`config.mk`:
```
export PLATFORM = sky130hd
export DESIGN_NAME = sn_req_arbiter
export DESIGN_NICKNAME = d
export VERILOG_FILES = /design/src/rtl/sn_arb_pkg.sv /design/src/rtl/rr_picker.sv /design/src/rtl/sn_req_arbiter.sv
export SDC_FILE = /design/constraint.sdc
export NUM_CORES = 1
export LEC_CHECK = 0
export ABC_AREA = 1
export CAP_MARGIN = 0
export CORE_AREA = 2 2 205 207
export DETAILED_ROUTE_END_ITERATION = 12
export DIE_AREA = 0 0 207 209
export GPL_TIMING_DRIVEN = 0
export PLACE_DENSITY = 0.57
export SLEW_MARGIN = 0
export SYNTH_ARGS = -nofsm -noshare
export SYNTH_HDL_FRONTEND = slang
export SYNTH_HIERARCHICAL = 1
export SYNTH_SLANG_ARGS = --single-unit
```
`constraint.sdc`:
```
create_clock -name clk -period 7.72 [get_ports clk]
set_input_delay 2.316 -clock clk [delete_from_list [all_inputs] [get_ports clk]]
set_output_delay 2.316 -clock clk [all_outputs]
set_load 0.01 [all_outputs]
```
`src/rtl/sn_arb_pkg.sv`:
```
// rtl/sn_arb_pkg.sv - shared state type and width defaults for the SN request arbiter
//   arb_state_t    : arbiter FSM encoding (IDLE -> ISSUE -> WAIT_DONE)
//   SN_ADDR_WIDTH  : default worklist address width, matches sn_controller
//   SN_WL_LEN_BITS : default worklist length width, matches sn_controller
package sn_arb_pkg;

  typedef enum logic [1:0] {
    ARB_IDLE      = 2'd0,
    ARB_ISSUE     = 2'd1,
    ARB_WAIT_DONE = 2'd2
  } arb_state_t;

  localparam int SN_ADDR_WIDTH  = 64;
  localparam int SN_WL_LEN_BITS = 32;

endpackage

```
`src/rtl/rr_picker.sv`:
```
// rtl/rr_picker.sv - combinational round-robin picker
//   i_req   : pending request vector
//   i_ptr   : index that has highest priority this round
//   o_valid : at least one request pending
//   o_idx   : first pending index scanning i_ptr, i_ptr+1, ... mod N
module rr_picker #(
  parameter int N  = 4,
  parameter int IW = $clog2(N)
) (
  input  logic [N-1:0]  i_req,
  input  logic [IW-1:0] i_ptr,
  output logic          o_valid,
  output logic [IW-1:0] o_idx
);

  int            w_pos;
  logic [IW-1:0] w_cand;

  // Scan from the farthest offset down to offset 0 so that the candidate
  // closest to i_ptr is the last one written and therefore wins.
  always_comb begin
    o_valid = 1'b0;
    o_idx   = '0;
    w_pos   = 0;
    w_cand  = '0;
    for (int k = N - 1; k >= 0; k--) begin
      w_pos = int'(i_ptr) + k;
      if (w_pos >= N) w_pos = w_pos - N;
      w_cand = IW'(w_pos);
      if (i_req[w_cand]) begin
        o_valid = 1'b1;
        o_idx   = w_cand;
      end
    end
  end

endmodule

```
`src/rtl/sn_req_arbiter.sv`:
```
// rtl/sn_req_arbiter.sv - round-robin sharing of the single sn_controller request slot
//   clk, rst                 : clock, asynchronous active-high reset
//   req_op/req_addr/req_len  : per-requester request (flattened, slice i = requester i)
//   req_clr/req_done         : one-hot accept / completion pulses back to requesters
//   SN_next_op/addr/len      : request towards sn_controller
//   SN_clr_next/SN_req_done  : accept / completion from sn_controller
//   arb_busy, grant_idx      : status: transaction in flight, current/last grant
//   busy_cycles              : saturating count of busy cycles
module sn_req_arbiter
  import sn_arb_pkg::*;
#(
  parameter  int NUM_REQ     = 4,
  parameter  int ADDR_WIDTH  = SN_ADDR_WIDTH,
  parameter  int WL_LEN_BITS = SN_WL_LEN_BITS,
  parameter  int CNT_BITS    = 32,
  localparam int IDX_W       = $clog2(NUM_REQ)
) (
  input  logic                           clk,
  input  logic                           rst,
  input  logic [NUM_REQ-1:0]             req_op,
  input  logic [NUM_REQ*ADDR_WIDTH-1:0]  req_addr,
  input  logic [NUM_REQ*WL_LEN_BITS-1:0] req_len,
  output logic [NUM_REQ-1:0]             req_clr,
  output logic [NUM_REQ-1:0]             req_done,
  output logic                           SN_next_op,
  output logic [ADDR_WIDTH-1:0]          SN_next_addr,
  output logic [WL_LEN_BITS-1:0]         SN_next_len,
  input  logic                           SN_clr_next,
  input  logic                           SN_req_done,
  output logic                           arb_busy,
  output logic [IDX_W-1:0]               grant_idx,
  output logic [CNT_BITS-1:0]            busy_cycles
);

  arb_state_t             r_state;
  logic [IDX_W-1:0]       r_rr_ptr;
  logic [IDX_W-1:0]       r_grant_idx;
  logic [ADDR_WIDTH-1:0]  r_addr;
  logic [WL_LEN_BITS-1:0] r_len;
  logic [CNT_BITS-1:0]    r_busy_cycles;

  logic [ADDR_WIDTH-1:0]  w_addr_arr [NUM_REQ];
  logic [WL_LEN_BITS-1:0] w_len_arr  [NUM_REQ];
  logic                   w_pick_valid;
  logic [IDX_W-1:0]       w_pick_idx;
  logic                   w_busy;
  logic                   w_accept;
  logic                   w_finish;
  logic [IDX_W-1:0]       w_next_ptr;
  logic [NUM_REQ-1:0]     w_grant_onehot;

  for (genvar gi = 0; gi < NUM_REQ; gi++) begin : g_unpack
    assign w_addr_arr[gi] = req_addr[gi*ADDR_WIDTH +: ADDR_WIDTH];
    assign w_len_arr[gi]  = req_len[gi*WL_LEN_BITS +: WL_LEN_BITS];
  end

  rr_picker #(
    .N  (NUM_REQ),
    .IW (IDX_W)
  ) u_rr_picker (
    .i_req   (req_op),
    .i_ptr   (r_rr_ptr),
    .o_valid (w_pick_valid),
    .o_idx   (w_pick_idx)
  );

  assign w_busy   = (r_state != ARB_IDLE);
  assign w_accept = (r_state == ARB_ISSUE) && SN_clr_next;
  // Completion is honoured in WAIT_DONE, or in ISSUE when it arrives together
  // with the accept; a stray done without a prior accept is dropped.
  assign w_finish = SN_req_done && ((r_state == ARB_WAIT_DONE) || w_accept);

  assign w_next_ptr     = (r_grant_idx == IDX_W'(NUM_REQ - 1)) ? '0 : r_grant_idx + IDX_W'(1);
  assign w_grant_onehot = NUM_REQ'(1) << r_grant_idx;

  always_ff @(posedge clk or posedge rst) begin
    if (rst) begin
      r_state     <= ARB_IDLE;
      r_rr_ptr    <= '0;
      r_grant_idx <= '0;
      r_addr      <= '0;
      r_len       <= '0;
    end else begin
      case (r_state)
        ARB_IDLE: begin
          if (w_pick_valid) begin
            r_grant_idx <= w_pick_idx;
            r_addr      <= w_addr_arr[w_pick_idx];
            r_len       <= w_len_arr[w_pick_idx];
            r_state     <= ARB_ISSUE;
          end
        end
        ARB_ISSUE: begin
          if (w_accept) begin
            if (w_finish) begin
              r_rr_ptr <= w_next_ptr;
              r_state  <= ARB_IDLE;
            end else begin
              r_state  <= ARB_WAIT_DONE;
            end
          end
        end
        ARB_WAIT_DONE: begin
          if (w_finish) begin
            r_rr_ptr <= w_next_ptr;
            r_state  <= ARB_IDLE;
          end
        end
        default: r_state <= ARB_IDLE;
      endcase
    end
  end

  always_ff @(posedge clk or posedge rst) begin
    if (rst) begin
      r_busy_cycles <= '0;
    end else if (w_busy && (r_busy_cycles != '1)) begin
      r_busy_cycles <= r_busy_cycles + CNT_BITS'(1);
    end
  end

  assign SN_next_op   = (r_state == ARB_ISSUE);
  assign SN_next_addr = w_busy ? r_addr : '0;
  assign SN_next_len  = w_busy ? r_len  : '0;
  assign req_clr      = w_accept ? w_grant_onehot : '0;
  assign req_done     = w_finish ? w_grant_onehot : '0;
  assign arb_busy     = w_busy;
  assign grant_idx    = r_grant_idx;
  assign busy_cycles  = r_busy_cycles;

endmodule

```
Word level (Yosys, flattened, before mapping)

Index checks and enable logic that the tools add are counted.

Eq/ne operators: 7
Shift-type cells: 1
Order comparisons: 9
$add $sub $neg: 9
Bitwise operators: 1
Reductions and logical operators: 10
Multiplexer cells: 39

Operators by type and width:

| cell                                                                     | count |
|---|---|
| 64-bit 2-to-1 mux                                                        | 3 |
| 64-bit binary-select mux with 2-bit select                               | 1 |
| 32-bit 2-to-1 mux                                                        | 3 |
| 32-bit binary-select mux with 2-bit select                               | 1 |
| 32-bit by 1-bit adder with 32-bit output (second input constant)         | 1 |
| 32-bit inequality test (second input constant)                           | 1 |
| 2-bit 2-to-1 mux                                                         | 15 |
| 3-bit >= comparator (second input constant)                              | 4 |
| 2-bit by 3-bit < comparator with 1-bit output (second input constant)    | 4 |
| 1-bit binary-select mux with 2-bit select                                | 4 |
| 1-bit 2-to-1 mux                                                         | 8 |
| 4-bit 2-to-1 mux                                                         | 2 |
| 2-bit by 1-bit subtractor with 2-bit output (second input constant)      | 4 |
| 2-bit by 2-bit adder with 3-bit output (second input constant)           | 2 |
| 2-bit one-hot mux with 3 select lines                                    | 1 |
| 2-bit equality test (second input constant)                              | 2 |
| 2-bit by 1-bit inequality test with 1-bit output (second input constant) | 2 |
| 2-bit one-hot mux with 2 select lines                                    | 1 |
| 2-bit AND reduction                                                      | 2 |
| 2-bit nonzero test                                                       | 2 |
| 1-bit by 2-bit << shifter with 4-bit output (first input constant)       | 1 |
| 2-bit by 1-bit adder with 3-bit output (second input constant)           | 1 |
| 2-bit by 3-bit >= comparator with 1-bit output (second input constant)   | 1 |
| 1-bit logical AND                                                        | 3 |
| other kinds (7)                                                          | 7 |

Bits in registers: 134
Output and inout port bits: 140

Depth between registers and ports, before layout

Gate-level depths: netlist of run 1.

Depth in word-level cells: 13
Gate-level depth with buffers: 17
Depth with buffers taken out: 14

Modules after synthesis

Netlist of run 1, hierarchy kept.

By module, submodules not included:

| module         | area each (sq um) | cells an instance | times used |
|---|---|---|---|
| sn_req_arbiter | 9,178.8           | 1,449             | 1 |
| rr_picker      | 212.7             | 46                | 1 |

Least setup slack after synthesis of run 1

OpenSTA, ideal clock, no wires.

Path kind: input to output
From: input SN_clr_next
To: output req_done[0]
Buffers on the path: 0
Required time: 5,404 ps
Setup slack: 2,584 ps
Stages: 4
Arrival time: 2,820 ps
Cell sequence: nand2_1 -> nand2_1 -> nand2_1 -> nor2_1

Word-level cells in the longest chain between the ends: 4

RTL lines:

| item               | line                  | text |
|---|---|---|
| start: declaration | sn_req_arbiter.sv:28  | `input logic SN_clr_next,` |
| 1-bit logical AND  | sn_req_arbiter.sv:68  | `assign w_accept = (r_state == ARB_ISSUE) && SN_clr_next;` |
| 1-bit logical OR   | sn_req_arbiter.sv:71  | `assign w_finish = SN_req_done && ((r_state == ARB_WAIT_DONE) \|\| w_accept);` |
| 1-bit logical AND  | sn_req_arbiter.sv:71  |  |
| 4-bit 2-to-1 mux   | sn_req_arbiter.sv:126 | `assign req_done = w_finish ? w_grant_onehot : '0;` |
| end: declaration   | sn_req_arbiter.sv:24  | `output logic [NUM_REQ-1:0] req_done,` |

No other way between the ends.

Final worst setup path of run 1

From: input SN_clr_next
To: output req_done[1]

The elaborated chain is that of the path after synthesis.

==> results of run 1 <==
-- flip-flops by register name, indices dropped and copies added, names as in the netlist --
register / flops
r_state: 2
r_rr_ptr: 2
r_len: 32
grant_idx: 2
busy_cycles: 32
r_addr: 64
-- kinds of logic (layout without fill, tap and decap cells) --
kind of cell	after synthesis	in the layout	share of synthesized area
compound gates	399	399	0.2266
simple gates	702	702	0.2902
xor+xnor	14	14	0.01306
flops	134	134	0.3570
fa+ha+maj	5	5	0.006661
buf+inv	241	805	0.1064
other cells	0	11	0
-- critical path: cells and delay by family --
family | cells | cell delay, ps
buf+inv | 2 | 1070
simple gates | 4 | 600
-- report_power, final --
| part | switching [uW] | leakage, uW | internal, uW |
|---|---|---|---|
| Combinational | 3310 | 0.00474 | 1790 |
| Sequential | 106 | 0.00169 | 1000 |
| Clock | 336 | 0.000305 | 565 |
-- cells in the final DEF, fill, tap and decap left out, drive strengths merged --
master,instances
nand2,324
and2,1
inv,142
dfrtp,134
clkdlybuf4s50,531
buf,39
xnor2,4
o22ai,96
clkbuf,81
bufinv,4
o31ai,2
nand3,23
nor2,354
diode,11
clkinvlp,4
clkinv,4
xor2,10
ha,5
a21boi,1
a21oi,3
o21ai,297
-- final cells by class --
class                      count  area share
buffer                        99     0.02863
inverter                     142     0.03384
timing repair buffer         532      0.3322
clock buffer                  20     0.02902
multi-input combinational   1120      0.3133
tap                          539     0.04194
sequential                   134      0.2085
clock inverter                12     0.01081
antenna                       11    0.001712
-- per-stage QoR --
step | TNS, ps | instance area, um2 | std cells | hold WS, ps
after global placement | -64080 | 15380 | 2565 | 497.7
final | 0 | 16080 | 2609 | 515.5
after CTS | 0 | 16050 | 2598 | 520.2
after global routing | 0 | 16080 | 2608 | 530.2
after floorplan | 0 | 9392 | 1495 | 486.5
after detailed placement | 0 | 15410 | 2566 | 505.3
-- worst paths after layout --
check / start / endpoint / slack (ps) / cells past startpoint
setup / recovery: SN_clr_next / req_done[1] / 1420 / 6
setup reg to reg: r_rr_ptr[0] / r_len[21] / 4360 / 13
hold / removal: r_addr[42] / r_addr[42] / 520 / 2
hold reg to reg: r_addr[42] / r_addr[42] / 520 / 2
min in group asynchronous: rst / r_addr[51] / 2330 / 2
max in group asynchronous: rst / r_addr[27] / 4570 / 3
-- per-layer routing --
layer	vias up	wire length [um]
li1	5930	-
met3	76	3516
met2	487	26080
met1	5663	20730
met5	-	27
met4	4	1450
==> results.toml, run 1 <==
[final_layout]
final_core_util = 0.3895
drive_above_1_share = 0.04420
seq_area_um2 = 3353
area.growth.synth_to_final_pct = 71.24
fin_nets = 2443
multi_input_area_um2 = 5039
n_fill_cell = 4445

[cts]
cts-root-buf = "clkbuf_16"
postCtsSetupRepairBufs = 0
clk_pin_slew_ps = 60
cts_tree = "yes"
postCtsResizedCells = 0
h-tree-depth = 4
cts_buffers = 17
cts.path.max_buffers = 2
cts_hold_buffers = 0
clock_latency_ps = 440
cts.sinks = 134

[floorplanning]
io-pin-count = 532
dieArea_um2 = 43260
placementRows = 75
start_util = 0.2275
die_w_um = 207
core_area_um2 = 41290
die_h_um = 209

[power_and_ir_drop]
ir_worst_vdd_mv = 0.1875
power_uw = 7110
power.density_nw_per_um2 = 442.1
p_leak_uw = 0.006736

[worst_setup_path]
end_kind = "output pin"
crit_fanout = 7
required_ps = 5400
cp-start-kind = "input port"
critical_path.most_common_cell = "nand2_1"
slowest_stage = "clkdlybuf4s50_1"
arrival_ps = 3990
crit_chain = "clkdlybuf4s50_1 > nand2_1 > nand2_1 > nand2_1 > nor2_1 > clkdlybuf4s50_1"
cp_slowest_stage_delay_ps = 550
criticalPathCategory = "in -> out"

[logic_synthesis]
ys_warn_count = 6
ys.flop_type = "dfrtp_1"
synth-seq-cells = 134
yosysMostFrequentCell = "nor2_1"
avgSynthCellArea_um2 = 6.282
synth_common_cells = "nor2_1 (350), nand2_1 (317), o21ai_0 (207), inv_1 (137), dfrtp_1 (134)"
synthCells = 1495
synthArstFlopShare = 1.000
synth_area_leader_cell = "dfrtp_1"
syn-cell-area_um2 = 9392
synth_edf_count = 0
yosys.cell_types.count = 29
syn-num-nets = 1892
synth-seq-area-share = 0.3570
synth_area_leaders = "dfrtp_1 (36%), nor2_1 (14%), nand2_1 (13%)"
netlist.area_leader.share = 0.3570

[sta]
max_slew_margin = 0.3841
tightest_slew_ps = 921.8
maxSlewViolCount = 0
finalSetupViolCount = 0
fin_crit_ps = 6302
postLayoutSetupSlackWorst_ps = 1418
clock.fmax_mhz = 158.7
final.setup_skew_ps = 7.533
rsz0062_at_grt = "no"
fin_crit_sh = 0.8163
hold_viol_final = 0

[hold_path]
hold_class = "reg -> reg"

[route]
drt-total-wl_um = 51810
via_count = 12160
drtIter0Drc = 761
drt_first_pass_iters = 5
remaining_drc_errors = 0
wl_per_cell_um = 19.86
postRouteAntennaNets = 0
via_per_inst = 4.661

[global_route]
grtUsageMet2 = 0.4062
grt_util_met3 = 0.05816
use_met1 = 0.2716
grt-ovfl-total = 0
antenna_found_initial = 13
grt_pass1_vias = 12410
track_usage = 0.2320
globalRoute.busiestLayer = "met2"
grt_max_degree = 71
grt_pass1_wl_um = 75440

[place]
dp_worst_setup_slack_ps = 1418
io_buffers = 531
hpwl_um = 41450
place.gp.congestion = 0.9308

[outcome]
status = "complete, no violations"

[job]
maxCapViolations = 0
Power figures use the tool's default switching activity.
==> run 2, diff against run 1 <==
--- a/config.mk
+++ b/config.mk
@@ -11,7 +11,7 @@
 export DETAILED_ROUTE_END_ITERATION = 12
 export DIE_AREA = 0 0 207 209
 export GPL_TIMING_DRIVEN = 0
-export PLACE_DENSITY = 0.57
+export PLACE_DENSITY = 0.59
 export SLEW_MARGIN = 0
 export SYNTH_ARGS = -nofsm -noshare
 export SYNTH_HDL_FRONTEND = slang
==> constraint.sdc (replaced) <==
create_clock -name clk -period 5.6 [get_ports clk]
set_input_delay 1.68 -clock clk [delete_from_list [all_inputs] [get_ports clk]]
set_output_delay 1.68 -clock clk [all_outputs]
set_load 0.01 [all_outputs]
==> results.toml, run 2 (synthesis results as in run 1) <==
[worst_setup_path]
cp-start-kind = "input port"
required_ps = 3920
arrival_ps = 3380
end_kind = "output pin"
criticalPathCategory = "in -> out"
crit_fanout = 7

[floorplanning]
start_util = 0.2275
io-pin-count = 532
core_area_um2 = 41290
placementRows = 75
dieArea_um2 = 43260
die_w_um = 207
die_h_um = 209

[power_and_ir_drop]
netSwitchingFraction = 0.5244
p_seq_frac = 0.158
power_uw = 9673
ir_worst_vdd_mv = 0.2929
p_clk_frac = 0.124
p_leak_uw = 0.006730
power.density_nw_per_um2 = 603.1
internal_power_uw = 4601
combPwrFrac = 0.718
p_sw_uw = 5072

[final_layout]
fin_nets = 2443
final_cell_mix = "clkdlybuf4s50_1 (531), nor2_1 (350), nand2_1 (317)"
final_cell_count_no_fill = 2606
n_fill_cell = 4380
regMostFlops = "r_addr"
final_core_util = 0.3885
largest_reg_flops = 64
final_common_cell = "clkdlybuf4s50_1"
drive_above_1_share = 0.04225
area.growth.synth_to_final_pct = 70.80

[sta]
final.setup_skew_ps = 7.560
fin_crit_sh = 0.9032
finalSetupViolCount = 0
tightest_slew_ps = 1055
maxSlewViolCount = 0
hold_viol_final = 0
fin_crit_ps = 5058
max_slew_margin = 0.2953
rsz0062_at_grt = "no"
clock.fmax_mhz = 197.7

[place]
place.gp.congestion = 0.9651
io_buffers = 531
hpwl_um = 40280
dpl.cell_count = 2566

[route]
drt-total-wl_um = 50570
via_count = 12270
via_per_inst = 4.708
wl_per_cell_um = 19.40
drt_first_pass_iters = 5
drtIter0Drc = 776
postRouteAntennaNets = 0
remaining_drc_errors = 0

[cts]
postCtsSetupRepairBufs = 0
cts_hold_buffers = 0
clk_pin_slew_ps = 60
cts.path.max_buffers = 2
postCtsResizedCells = 0
cts.sinks = 134
cts_tree = "yes"
cts-root-buf = "clkbuf_16"
cts_buffers = 17
h-tree-depth = 4
clock_latency_ps = 430

[job]
maxCapViolations = 0

[global_route]
track_usage = 0.2270
grtUsageMet2 = 0.4045
globalRoute.busiestLayer = "met2"
grt_max_degree = 74
grt_pass1_wl_um = 74670
use_met1 = 0.2714
grt-ovfl-total = 0
grt_util_met3 = 0.05576
antenna_found_initial = 9
grt_pass1_vias = 12260

[hold_path]
hold_class = "reg -> reg"

[outcome]
status = "complete, no violations"
[run 2: worst paths after layout]
path | startpoint | cells after the start | to | slack, ps
max | SN_clr_next | 6 | req_done[0] | 540
min | r_addr[40] | 2 | r_addr[40] | 520
min reg2reg | r_addr[40] | 2 | r_addr[40] | 520
min in group asynchronous | rst | 2 | r_addr[53] | 1700
max reg2reg | r_rr_ptr[0] | 13 | r_addr[2] | 2180
max in group asynchronous | rst | 3 | r_addr[17] | 3080
[run 2: routing by layer]
| metal | part of all wire | routed length (um) |
|---|---|---|
| met5 | 0.00028 | 14 |
| met4 | 0.023 | 1179 |
| met3 | 0.068 | 3448 |
| met2 | 0.50 | 25460 |
| met1 | 0.40 | 20460 |
[run 2: cell type report]
class	instances	area (um2)	share of cell area
Buffer	99	460.4	0.02871
Timing Repair Buffer	532	5343	0.3331
Inverter	142	544.3	0.03393
Multi-Input combinational cell	1120	5039	0.3141
Clock buffer	22	454.2	0.02832
Clock inverter	10	152.6	0.009516
Antenna cell	8	20.02	0.001248
Sequential cell	134	3353	0.2090
Tap cell	539	674.4	0.04204
[run 2: stage by stage]
stage	hold WS, ps	cell area [um2]	setup WS [ps]	TNS (ps)
6_report	515.5	16040	542.0	0
5_1_grt	534.8	16040	379.8	0
4_1_cts	518.4	16020	462.0	0
3_5_place_dp	504.3	15410	488.7	0
3_3_place_gp	498.0	15380	-1935	-257370
2_1_floorplan	486.5	9392	337.2	0
[run 2: critical path: stages]
cell	delay, ps
clkdlybuf4s50_1	480
nand2_1	170
nand2_1	120
nand2_1	180
nor2_1	190
clkdlybuf4s50_1	560
[run 2: power by group through the flow]
stage | combinational, uW | clock [uW] | sequential (uW)
floorplan | 3900 | 0 | 1520
global placement | 6890 | 0 | 1540
detailed placement | 6950 | 0 | 1540
CTS | 6980 | 1230 | 1530
global route | 7630 | 1280 | 1570
finish | 6940 | 1200 | 1530
